===== src/rtl/imem_loader.sv =====
// RiSC16 instruction-memory loader: packs a host byte stream (high byte first)
// into words, writes them to consecutive addresses and keeps a running checksum.
module imem_loader #(
    parameter int WORD_LEN = 16,
    parameter int ADDR_LEN = 16
) (
    input  logic                clk,
    input  logic                rst,
    input  logic                start,
    input  logic [ADDR_LEN-1:0] base_addr,
    input  logic [ADDR_LEN-1:0] len,
    input  logic [7:0]          in_data,
    input  logic                in_valid,
    output logic                in_ready,
    output logic                we,
    output logic [ADDR_LEN-1:0] waddr,
    output logic [WORD_LEN-1:0] wdata,
    output logic                cpu_hold,
    output logic                busy,
    output logic                done,
    output logic [WORD_LEN-1:0] checksum
);

    typedef enum logic [2:0] {IDLE, HI, LO, WRITE, DONE} state_t;

    state_t              state, state_nx;
    logic [7:0]          hi_byte, lo_byte;
    logic [ADDR_LEN-1:0] addr_cnt, len_r, word_cnt, word_inc;
    logic [WORD_LEN-1:0] csum;

    assign word_inc = word_cnt + 1'b1;
    assign checksum = csum;

    always_comb begin
        state_nx = state;
        in_ready = 1'b0;
        we       = 1'b0;
        busy     = 1'b1;
        done     = 1'b0;
        waddr    = addr_cnt;
        wdata    = {hi_byte, lo_byte};
        case (state)
            IDLE: begin
                busy = 1'b0;
                if (start) state_nx = (len == '0) ? DONE : HI;
            end
            HI: begin
                in_ready = 1'b1;
                if (in_valid) state_nx = LO;
            end
            LO: begin
                in_ready = 1'b1;
                if (in_valid) state_nx = WRITE;
            end
            WRITE: begin
                we       = 1'b1;
                state_nx = (word_inc == len_r) ? DONE : HI;
            end
            DONE: begin
                done     = 1'b1;
                state_nx = IDLE;
            end
            default: state_nx = IDLE;
        endcase
    end

    // The core stays in reset for the whole load, including the done cycle.
    assign cpu_hold = busy;

    always_ff @(posedge clk) begin
        if (rst) begin
            state    <= IDLE;
            hi_byte  <= '0;
            lo_byte  <= '0;
            addr_cnt <= '0;
            len_r    <= '0;
            word_cnt <= '0;
            csum     <= '0;
        end else begin
            state <= state_nx;
            case (state)
                IDLE: if (start) begin
                    addr_cnt <= base_addr;
                    len_r    <= len;
                    word_cnt <= '0;
                    csum     <= '0;
                end
                HI: if (in_valid) hi_byte <= in_data;
                LO: if (in_valid) lo_byte <= in_data;
                WRITE: begin
                    csum     <= csum + wdata;
                    addr_cnt <= addr_cnt + 1'b1;
                    word_cnt <= word_inc;
                end
                default: ;
            endcase
        end
    end

endmodule


===== config.mk =====
export PLATFORM = sky130hd
export DESIGN_NAME = imem_loader
export DESIGN_NICKNAME = d
export VERILOG_FILES = /design/src/rtl/imem_loader.sv
export SDC_FILE = /design/constraint.sdc
export NUM_CORES = 1
export LEC_CHECK = 0
export CELL_PAD_IN_SITES_DETAIL_PLACEMENT = 0
export CELL_PAD_IN_SITES_GLOBAL_PLACEMENT = 1
export CORE_AREA = 2 2 115 117
export CTS_CLUSTER_DIAMETER = 40
export DETAILED_ROUTE_END_ITERATION = 16
export DIE_AREA = 0 0 117 119
export PLACE_DENSITY = 0.78
export SLEW_MARGIN = 25
export SYNTH_ARGS = -nofsm -noshare
export SYNTH_HDL_FRONTEND = slang
export SYNTH_SLANG_ARGS = --single-unit

===== constraint.sdc =====
create_clock -name clk -period 3 [get_ports clk]
set_clock_uncertainty 0.2 [all_clocks]
set_input_delay 0.6 -clock clk [delete_from_list [all_inputs] [get_ports clk]]
set_output_delay 0.6 -clock clk [all_outputs]
set_load 0.01 [all_outputs]

# Word level (Yosys, flattened, before mapping)
# Cells that the tools add are included.
# totals
regBits	83
in_bits	44
word_cells	42
out_inout_bits	53
# op_classes
eq_ne	8
reduce_logical	9
addsub	3
n_mux	15
# ops
op	count
16-bit one-hot mux with 2 select lines	3
16-bit by 1-bit adder with 16-bit output, second input constant	2
16-bit 2-to-1 mux	2
16-bit adder	1
16-bit == test	1
16-bit zero test	1
3-bit 2-to-1 mux	5
3-bit one-hot mux with 4 select lines	1
2-bit AND reduction	4
3-bit by 2-bit == test with 1-bit output, second input constant	2
2-bit inequality test, second input constant	3
1-bit 2-to-1 mux	4
3-bit by 1-bit == test with 1-bit output, second input constant	1
3-bit == test, second input constant	1
3-bit zero test	1
3-bit AND reduction	1
2-bit nonzero test	1
2-bit OR reduction	1

# Depth between registers and ports, before layout
# Gate-level depths: netlist of run 1.
# depth
word_depth	4
depth_mapped	9
mapped_depth_nobuf	9

# Worst setup path before layout of run 1
# OpenSTA, ideal clock, no wires.
# synth_path
kind	register to register
from	reg word_cnt[0]
to	reg state[0]
stages_incl_launch_ff	10
setup_slack_ns	0.602
synth_period_minus_slack_ns	2.398
arrival_time_ns	2.080
n_path_buf	1
setup_time_ns	0.119
cell_sequence	dfxtp_1 -> ha_1 -> buf_4 -> nand3_4 -> nor4_1 -> xnor2_1 -> o21ai_0 -> a2111oi_2 -> a21oi_1 -> o221a_1
# synth_between
elab_chain_len	4
# synth_lines
item	line	source
start: declaration	28	logic [ADDR_LEN-1:0] addr_cnt, len_r, word_cnt, word_inc;
start signal: assignment	93	word_cnt <= word_inc;
16-bit by 1-bit adder with 16-bit output	31	assign word_inc = word_cnt + 1'b1;
16-bit == test	57	state_nx = (word_inc == len_r) ? DONE : HI;
3-bit 2-to-1 mux	57	
3-bit one-hot mux with 4 select lines	42	case (state)
end signal: assignment	80	state <= state_nx;
end: declaration	26	state_t state, state_nx;
# No other way between the ends.
# A chain may end at the register's enable or synchronous reset.

# Worst setup path after layout of run 1
# layout_path
from	reg word_cnt[2]
to	reg state[0]
# The elaborated chain is that of the path after synthesis.

==> impl_metrics.prom, run 1 <==
# TYPE chip_impl_metric gauge
chip_impl_metric{name="final.period_utilization",unit=""} 0.934
chip_impl_metric{name="post_placement_worst_setup_slack",unit="ps"} 234
chip_impl_metric{name="synth_enable_flop_cells",unit=""} 0
chip_impl_metric{name="synth-seq-cells",unit=""} 83
chip_impl_metric{name="syn-mean-instance-area",unit="sq um"} 7.74
chip_impl_metric{name="sequential_cell_fraction_of_total_power",unit=""} 0.426
chip_impl_metric{name="num-nets-final",unit=""} 754
chip_impl_metric{name="grt_pass1_wl",unit="mm"} 22.7
chip_impl_metric{name="groute.layer.met2.usage",unit=""} 0.339
chip_impl_metric{name="vias",unit=""} 4698
chip_impl_metric{name="final_hold_viol_count",unit=""} 0
chip_impl_metric{name="portBuffers",unit=""} 96
chip_impl_metric{name="synth_sequential_area_ratio",unit=""} 0.353
chip_impl_info{name="hold_class",value="reg2reg"} 1
chip_impl_metric{name="post_cts_buffers",unit=""} 0
chip_impl_metric{name="power.combinational.fraction",unit=""} 0.151
chip_impl_metric{name="clock_power_share",unit=""} 0.424
chip_impl_metric{name="worstMarginPinSlew",unit="ps"} 688
chip_impl_info{name="tritoncts",value="done"} 1
chip_impl_metric{name="die_area",unit="sq um"} 13900
chip_impl_metric{name="switching_power",unit="W"} 0.000733
chip_impl_info{name="path_cells",value="nand4_1 -> nor4_1 -> xnor2_1 -> nand3_1 -> a2111oi_2 -> a21oi_1 -> o221a_1"} 1
chip_impl_metric{name="syn-num-nets",unit=""} 670
chip_impl_info{name="synth.most_common_cell",value="sky130_fd_sc_hd__nand2_1"} 1
chip_impl_metric{name="drc",unit=""} 0
chip_impl_metric{name="synth_top_area_frac",unit=""} 0.353
chip_impl_metric{name="ys_types",unit=""} 62
chip_impl_metric{name="maximum_count_of_clock_buffers_along_a_single_path",unit=""} 2
chip_impl_metric{name="swShare",unit=""} 0.259
chip_impl_metric{name="core",unit="sq um"} 12900
chip_impl_metric{name="routed_wirelength",unit="mm"} 13.6
chip_impl_metric{name="postSynth.asyncResetShare",unit=""} 0
chip_impl_metric{name="worst-endpoint-required",unit="ps"} 3030
chip_impl_metric{name="global_route.usage.total",unit=""} 0.204
chip_impl_info{name="synth_top_flop_cell",value="sky130_fd_sc_hd__dfxtp_1"} 1
chip_impl_metric{name="fillers",unit=""} 1290
chip_impl_metric{name="number_of_nets_still_failing_antenna_checks_after_routing",unit=""} 0
chip_impl_metric{name="starting_drt_drc_count",unit=""} 218
chip_impl_metric{name="met1_track_demand_over_resource",unit=""} 0.261
chip_impl_metric{name="placement_rows",unit=""} 42
chip_impl_metric{name="drt-wirelength-per-cell",unit="um"} 15.6
chip_impl_metric{name="final-setup-viol-count",unit=""} 0
chip_impl_metric{name="timing.fmax",unit="MHz"} 357
chip_impl_metric{name="dp.cells",unit=""} 857
chip_impl_metric{name="cellPowerDensity",unit="nW/um^2"} 460
chip_impl_metric{name="period_needed",unit="ps"} 2800
chip_impl_metric{name="antenna_found_initial",unit=""} 0
chip_impl_info{name="status",value="finished clean"} 1
chip_impl_metric{name="place_hpwl",unit="mm"} 9.89
chip_impl_metric{name="cell_area_synth",unit="sq um"} 4710
chip_impl_metric{name="fp.dieH",unit="um"} 119
chip_impl_metric{name="layout.core_utilization",unit=""} 0.478
chip_impl_metric{name="routability_congestion_estimate",unit=""} 0.871
chip_impl_metric{name="final_layout_size_suffix_gt1_frac",unit=""} 0.0661
chip_impl_metric{name="ys_warn_count",unit=""} 0
chip_impl_metric{name="critical_path.max_fanout",unit=""} 11
chip_impl_metric{name="max-cap-violations",unit=""} 0
chip_impl_info{name="clockRootBuffer",value="sky130_fd_sc_hd__clkbuf_16"} 1
chip_impl_metric{name="slew_violations",unit=""} 0
chip_impl_metric{name="relSlewSlack",unit=""} 0.541
chip_impl_metric{name="layoutNonFillerInstCount",unit=""} 872
chip_impl_metric{name="viasPerCell",unit=""} 5.39
chip_impl_metric{name="overflow",unit=""} 0
chip_impl_info{name="startpoint_type",value="register"} 1
chip_impl_metric{name="clock_sink_count",unit=""} 83
chip_impl_info{name="setup_repair_after_global_routing_missed_its_margin",value="false"} 1
chip_impl_metric{name="cts_inserted_buffers",unit=""} 9
chip_impl_metric{name="crit_path_max_incr_delay",unit="ps"} 560
chip_impl_metric{name="clk_latency",unit="ps"} 340
chip_impl_metric{name="globalRouteMet3Util",unit=""} 0.0438
chip_impl_metric{name="initial_utilization",unit=""} 0.366
chip_impl_metric{name="grt_start_max_net_pins",unit=""} 54
chip_impl_metric{name="layout-area-overhead-vs-synth",unit="%"} 30.9
chip_impl_metric{name="drt_pre_antenna_iters",unit=""} 4
chip_impl_metric{name="post_synth_inst_count",unit=""} 608
chip_impl_info{name="max_stage_delay_cell_worst_path",value="sky130_fd_sc_hd__dfxtp_1"} 1
chip_impl_metric{name="worst_slack",unit="ps"} 199
chip_impl_info{name="worst_setup_path_end_kind",value="register"} 1
chip_impl_metric{name="critical_path_arrival",unit="ps"} 2830
chip_impl_metric{name="first_global_vias",unit=""} 4592
chip_impl_metric{name="cts.clk_slew.worst_paths",unit="ps"} 60
chip_impl_info{name="top_cells_by_area_in_the_synthesized_netlist",value="sky130_fd_sc_hd__dfxtp_1 (35%), sky130_fd_sc_hd__a21oi_1 (7.9%), sky130_fd_sc_hd__nand2_1 (7.0%), sky130_fd_sc_hd__nor2_1 (4.6%), sky130_fd_sc_hd__ha_1 (4.5%)"} 1
chip_impl_metric{name="p_leak",unit="nW"} 2.26
chip_impl_metric{name="n_antenna_cell",unit=""} 0
chip_impl_metric{name="setup-tns-final",unit="ps"} 0
chip_impl_metric{name="die_w",unit="um"} 117
chip_impl_info{name="busiest_grt_layer",value="met2"} 1
chip_impl_info{name="synthDominantAreaCellType",value="sky130_fd_sc_hd__dfxtp_1"} 1
chip_impl_metric{name="irDropWorstVdd",unit="mV"} 0.189
chip_impl_info{name="worstSetupPathType",value="reg2reg"} 1
chip_impl_metric{name="total_power",unit="W"} 0.00283
chip_impl_metric{name="regToRegSetupSlack",unit="ps"} 200
chip_impl_metric{name="htree_num_levels",unit=""} 3
chip_impl_info{name="synth_commonest_cells",value="sky130_fd_sc_hd__nand2_1 (88), sky130_fd_sc_hd__dfxtp_1 (83), sky130_fd_sc_hd__a21oi_1 (74)"} 1
chip_impl_metric{name="p_int",unit="W"} 0.00210
chip_impl_metric{name="ioPinCount",unit=""} 97
## final cells by class
class                      count  area, sq um  area share
multi-input combinational    472         2820       0.457
clock inverter                 5         77.6      0.0126
tap                          176          220      0.0358
clock buffer                  10          239      0.0388
inverter                      13         48.8     0.00792
sequential                    83         1660       0.270
timing repair buffer         113         1100       0.178
## layer usage
metal | vias to the layer above | part of all wire | wire length (um)
li1 | 2342 | - | -
met1 | 2214 | 0.45 | 6060
met2 | 124 | 0.48 | 6590
met3 | 18 | 0.051 | 692
met4 | 0 | 0.019 | 263
met5 | - | 0 | 0
## placed cells by master (no fill, tap or decap), types with 2 or more instances in the layout
cell | synthesis | final
sky130_fd_sc_hd__nor3_1 | 21 | 21
sky130_fd_sc_hd__o211ai_1 | 3 | 3
sky130_fd_sc_hd__dfxtp_1 | 83 | 83
sky130_fd_sc_hd__a22oi_1 | 3 | 3
sky130_fd_sc_hd__ha_1 | 17 | 16
sky130_fd_sc_hd__nand4_1 | 11 | 11
sky130_fd_sc_hd__a31oi_1 | 8 | 8
sky130_fd_sc_hd__and2_1 | 3 | 3
sky130_fd_sc_hd__nand3_1 | 22 | 22
sky130_fd_sc_hd__or2_2 | 2 | 2
sky130_fd_sc_hd__clkdlybuf4s50_1 | 0 | 95
sky130_fd_sc_hd__mux2i_1 | 10 | 10
sky130_fd_sc_hd__and4_1 | 3 | 3
sky130_fd_sc_hd__nor2_1 | 58 | 58
sky130_fd_sc_hd__clkinv_2 | 0 | 2
sky130_fd_sc_hd__buf_4 | 4 | 16
sky130_fd_sc_hd__nor3b_1 | 2 | 2
sky130_fd_sc_hd__nor4_1 | 12 | 12
sky130_fd_sc_hd__inv_1 | 12 | 12
sky130_fd_sc_hd__o21ai_0 | 34 | 34
sky130_fd_sc_hd__and3_1 | 6 | 6
sky130_fd_sc_hd__clkbuf_16 | 0 | 9
sky130_fd_sc_hd__nor2b_1 | 4 | 4
sky130_fd_sc_hd__or3_1 | 3 | 3
sky130_fd_sc_hd__xor2_1 | 13 | 13
sky130_fd_sc_hd__xnor2_1 | 21 | 21
sky130_fd_sc_hd__nand2_1 | 88 | 88
sky130_fd_sc_hd__o21bai_1 | 6 | 6
sky130_fd_sc_hd__a21oi_1 | 74 | 74
sky130_fd_sc_hd__a211oi_1 | 11 | 11
sky130_fd_sc_hd__bufinv_16 | 0 | 2
sky130_fd_sc_hd__a21o_1 | 5 | 5
sky130_fd_sc_hd__a221oi_1 | 4 | 4
## worst max-delay path, delay by kind of cell, from the launching register on
| kind | cells | cell delay, ps |
|---|---|---|
| AOI/OAI and AO/OA | 3 | 890 |
| DFF | 1 | 560 |
| and+or+nand+nor | 3 | 850 |
| xor gates and xnor gates | 1 | 190 |
## flip-flops by register name (all words and copies together) (netlist names)
register  cells
word_cnt     16
len_r        16
state         3
checksum     16
waddr        16
hi_byte       8
lo_byte       8
## metrics by stage
| step | hold slack (ps) | cell area (sq um) |
|---|---|---|
| final | 275 | 6160 |
| after global routing | 295 | 6160 |
| after CTS | 278 | 6160 |
| after detailed placement | 270 | 5840 |
| after global placement | 267 | 5840 |
| after floorplan | 248 | 4710 |
## power groups by stage
stage                     Clock [W]  Combinational, W  Sequential (W)
after global placement            0          0.000420         0.00123
after detailed placement          0          0.000426         0.00123
after floorplan                   0          0.000221         0.00122
after global routing        0.00127          0.000471         0.00121
after CTS                   0.00122          0.000429         0.00120
final                       0.00120          0.000426         0.00120
## path summary, 6_finish.rpt
check | start | to | cells past startpoint
max reg2reg | word_cnt[2]$_SDFFE_PP0P_ | state[0]$_SDFFE_PP0P_ | 7
min | len_r[14]$_SDFFE_PP0P_ | len_r[14]$_SDFFE_PP0P_ | 2
max | word_cnt[2]$_SDFFE_PP0P_ | state[0]$_SDFFE_PP0P_ | 7
min reg2reg | len_r[14]$_SDFFE_PP0P_ | len_r[14]$_SDFFE_PP0P_ | 2
## what timing repair did
item	CTS	global route
setup endpoints to repair	0	1
hold buffers	0	0
gates resized for setup	0	1
## logic make-up after synthesis
logic type	count (synthesis)	share of synthesized area
compound gates	163	0.207
xor+xnor	34	0.0633
fa+ha+maj	18	0.0494
buf+inv	53	0.0505
flops	83	0.353
mux	11	0.0237
simple gates	246	0.253
Note: power is estimated with default switching activity, not from simulation.
==> run 2, diff against run 1 <==
--- a/config.mk
+++ b/config.mk
@@ -7,10 +7,10 @@
 export LEC_CHECK = 0
 export CELL_PAD_IN_SITES_DETAIL_PLACEMENT = 0
 export CELL_PAD_IN_SITES_GLOBAL_PLACEMENT = 1
-export CORE_AREA = 2 2 115 117
+export CORE_AREA = 10 10 123 125
 export CTS_CLUSTER_DIAMETER = 40
 export DETAILED_ROUTE_END_ITERATION = 16
-export DIE_AREA = 0 0 117 119
+export DIE_AREA = 0 0 133 135
 export PLACE_DENSITY = 0.78
 export SLEW_MARGIN = 25
 export SYNTH_ARGS = -nofsm -noshare
==> run 2 against run 1 <==
  * Critical path depth rose by 1
  * Worst setup slack got worse by 0.66 ps
  * Highest routed layer unchanged
  * Critical path type unchanged
  * Die area rose by 29%
  * Non-clock buffer count fell by 5
  * Clock power barely moved
  * Design area fell by 0.83%
==> impl_metrics.prom, run 2 (same netlist as run 1, synthesis figures left out) <==
# TYPE chip_impl_metric gauge
chip_impl_metric{name="vias",unit=""} 4631
chip_impl_metric{name="critical_path_arrival",unit="ps"} 2830
chip_impl_metric{name="starting_drt_drc_count",unit=""} 318
chip_impl_info{name="status",value="finished clean"} 1
chip_impl_metric{name="place_area",unit="sq um"} 5800
chip_impl_metric{name="final.period_utilization",unit=""} 0.934
chip_impl_metric{name="period_needed",unit="ps"} 2800
chip_impl_metric{name="dp.cells",unit=""} 848
chip_impl_metric{name="post_cts_buffers",unit=""} 0
chip_impl_metric{name="critical_path.max_fanout",unit=""} 8
chip_impl_info{name="hold_class",value="reg2reg"} 1
chip_impl_metric{name="setup-tns-final",unit="ps"} 0
chip_impl_metric{name="routability_congestion_estimate",unit=""} 0.884
chip_impl_metric{name="layoutNonFillerInstCount",unit=""} 861
chip_impl_metric{name="die_area",unit="sq um"} 18000
chip_impl_metric{name="maximum_count_of_clock_buffers_along_a_single_path",unit=""} 2
chip_impl_metric{name="clock_sink_count",unit=""} 83
chip_impl_metric{name="worst-endpoint-required",unit="ps"} 3020
chip_impl_metric{name="max-cap-violations",unit=""} 0
chip_impl_metric{name="layout-area-overhead-vs-synth",unit="%"} 29.8
chip_impl_info{name="setup_repair_after_global_routing_missed_its_margin",value="false"} 1
chip_impl_metric{name="slew_violations",unit=""} 0
chip_impl_info{name="worstSetupPathType",value="reg2reg"} 1
chip_impl_metric{name="core",unit="sq um"} 12600
chip_impl_metric{name="portBuffers",unit=""} 96
chip_impl_info{name="worst_setup_path_end_kind",value="register"} 1
chip_impl_metric{name="ff_latch_area",unit="sq um"} 1660
chip_impl_info{name="clockRootBuffer",value="sky130_fd_sc_hd__clkbuf_16"} 1
chip_impl_metric{name="global_route.usage.total",unit=""} 0.158
chip_impl_metric{name="met2_length",unit="mm"} 6.88
chip_impl_metric{name="wirelength_met1",unit="mm"} 6.49
chip_impl_info{name="layout_common_cells",value="sky130_fd_sc_hd__clkdlybuf4s50_1 (95), sky130_fd_sc_hd__nand2_1 (88), sky130_fd_sc_hd__dfxtp_1 (83), sky130_fd_sc_hd__a21oi_1 (74), sky130_fd_sc_hd__nor2_1 (58)"} 1
chip_impl_metric{name="cts.clk_slew.worst_paths",unit="ps"} 60
chip_impl_info{name="max_stage_delay_cell_worst_path",value="sky130_fd_sc_hd__a2111oi_2"} 1
chip_impl_metric{name="fillers",unit=""} 1258
chip_impl_metric{name="final_layout_size_suffix_gt1_frac",unit=""} 0.0566
chip_impl_metric{name="crit_path_max_incr_delay",unit="ps"} 540
chip_impl_metric{name="overflow",unit=""} 0
chip_impl_metric{name="first_global_vias",unit=""} 4588
chip_impl_metric{name="clk_latency",unit="ps"} 340
chip_impl_metric{name="drc",unit=""} 0
chip_impl_metric{name="irDropWorstVdd",unit="mV"} 0.283
chip_impl_metric{name="grt_start_max_net_pins",unit=""} 38
chip_impl_metric{name="p_leak",unit="nW"} 2.23
chip_impl_metric{name="sequential_cell_fraction_of_total_power",unit=""} 0.432
chip_impl_metric{name="initial_utilization",unit=""} 0.375
chip_impl_metric{name="final_hold_viol_count",unit=""} 0
chip_impl_metric{name="switching_power",unit="W"} 0.000705
chip_impl_info{name="path_cells",value="ha_1 -> nand3_4 -> nor2_4 -> nand3_2 -> or3_1 -> a2111oi_2 -> a21oi_1 -> o221a_1"} 1
chip_impl_metric{name="fp.dieH",unit="um"} 135
chip_impl_metric{name="number_of_nets_still_failing_antenna_checks_after_routing",unit=""} 0
chip_impl_metric{name="clock_power_share",unit=""} 0.418
chip_impl_metric{name="relSlewSlack",unit=""} 0.591
chip_impl_metric{name="num-nets-final",unit=""} 749
chip_impl_metric{name="cts_inserted_buffers",unit=""} 9
chip_impl_metric{name="ioPinCount",unit=""} 97
chip_impl_metric{name="place_hpwl",unit="mm"} 10.5
chip_impl_metric{name="antenna_found_initial",unit=""} 0
chip_impl_metric{name="power.combinational.fraction",unit=""} 0.151
chip_impl_metric{name="timing.fmax",unit="MHz"} 357
chip_impl_metric{name="final-setup-viol-count",unit=""} 0
chip_impl_metric{name="die_w",unit="um"} 133
chip_impl_metric{name="swShare",unit=""} 0.253
chip_impl_metric{name="finalInstanceArea",unit="sq um"} 6110
chip_impl_metric{name="routed_wirelength",unit="mm"} 14.5
chip_impl_info{name="tritoncts",value="done"} 1
chip_impl_metric{name="worstMarginPinSlew",unit="ps"} 612
chip_impl_metric{name="p_int",unit="W"} 0.00209
chip_impl_metric{name="footprint_of_the_multi_input_gates",unit="sq um"} 2820
chip_impl_metric{name="cellPowerDensity",unit="nW/um^2"} 457
chip_impl_metric{name="placement_rows",unit=""} 41
chip_impl_metric{name="n_antenna_cell",unit=""} 0
chip_impl_info{name="mostFrequentLayoutCell",value="sky130_fd_sc_hd__clkdlybuf4s50_1"} 1
chip_impl_metric{name="htree_num_levels",unit=""} 3
chip_impl_metric{name="detailroute.wirelength.met3",unit="um"} 849
chip_impl_info{name="startpoint_type",value="register"} 1
chip_impl_metric{name="drt_pre_antenna_iters",unit=""} 5
chip_impl_metric{name="grt_pass1_wl",unit="mm"} 23.5
chip_impl_info{name="highest-signal-layer",value="met4"} 1
chip_impl_metric{name="viasPerCell",unit=""} 5.38
chip_impl_metric{name="fin_worst_hold_slack",unit="ps"} 272
chip_impl_metric{name="drt-wirelength-per-cell",unit="um"} 16.8
==> run 2: changes by cell type in the layout (fill, tap and decap cells not counted), sizes merged <==
cell	delta
clkinv	-1
buf	-5
clkinvlp	-1
==> run 2: worst max-delay path, delay by kind of cell, from the launching register on <==
kind / cells / cell delay, ps
AOI/OAI and AO/OA: 3 / 910
adders and majority gates: 1 / 380
and+or+nand+nor: 4 / 760
DFF: 1 / 440
==> run 2: cell type report <==
| cell class | instances | area share |
|---|---|---|
| clock buffers | 10 | 0.0391 |
| clock inverters | 3 | 0.0107 |
| inverters | 13 | 0.00799 |
| multi-input cells | 472 | 0.462 |
| flip-flops and latches | 83 | 0.272 |
| well taps | 172 | 0.0352 |
| repair buffers | 108 | 0.173 |
==> run 2: through the flow <==
step                 util  power [W]  setup WS [ps]
global route        0.486    0.00291           2.12
CTS                 0.486    0.00282            199
detailed placement  0.461    0.00165            201
floorplan               -    0.00144            602
global placement    0.461    0.00165            288
finish              0.486    0.00279            198
==> run 2: power by group through the flow <==
stage	Combinational [W]	Sequential, W	Clock, W
6_report	0.000421	0.00120	0.00117
5_1_grt	0.000463	0.00121	0.00123
2_1_floorplan	0.000221	0.00122	0
3_5_place_dp	0.000425	0.00123	0
4_1_cts	0.000428	0.00120	0.00119
3_3_place_gp	0.000422	0.00123	0
==> run 2: path summary, 6_finish.rpt <==
check / from / endpoint / slack, ps / cells after the start
max: word_cnt[0]$_SDFFE_PP0P_ / state[0]$_SDFFE_PP0P_ / 200 / 8
min: len_r[13]$_SDFFE_PP0P_ / len_r[13]$_SDFFE_PP0P_ / 270 / 2
min reg2reg: len_r[13]$_SDFFE_PP0P_ / len_r[13]$_SDFFE_PP0P_ / 270 / 2
max reg2reg: word_cnt[0]$_SDFFE_PP0P_ / state[0]$_SDFFE_PP0P_ / 200 / 8
==> run 2: routing by layer <==
metal  up-vias  global-route usage
met3        19              0.0423
met5         -                   0
li1       2323                   -
met2       130               0.266
met4         0              0.0575
met1      2159               0.187
==> run 2: what timing repair did <==
action / in CTS / in global routing
endpoints found under the setup margin: 0 / 1
gates resized for setup: 0 / 1
endpoints found under the hold margin: 0 / 0
hold buffers: 0 / 0
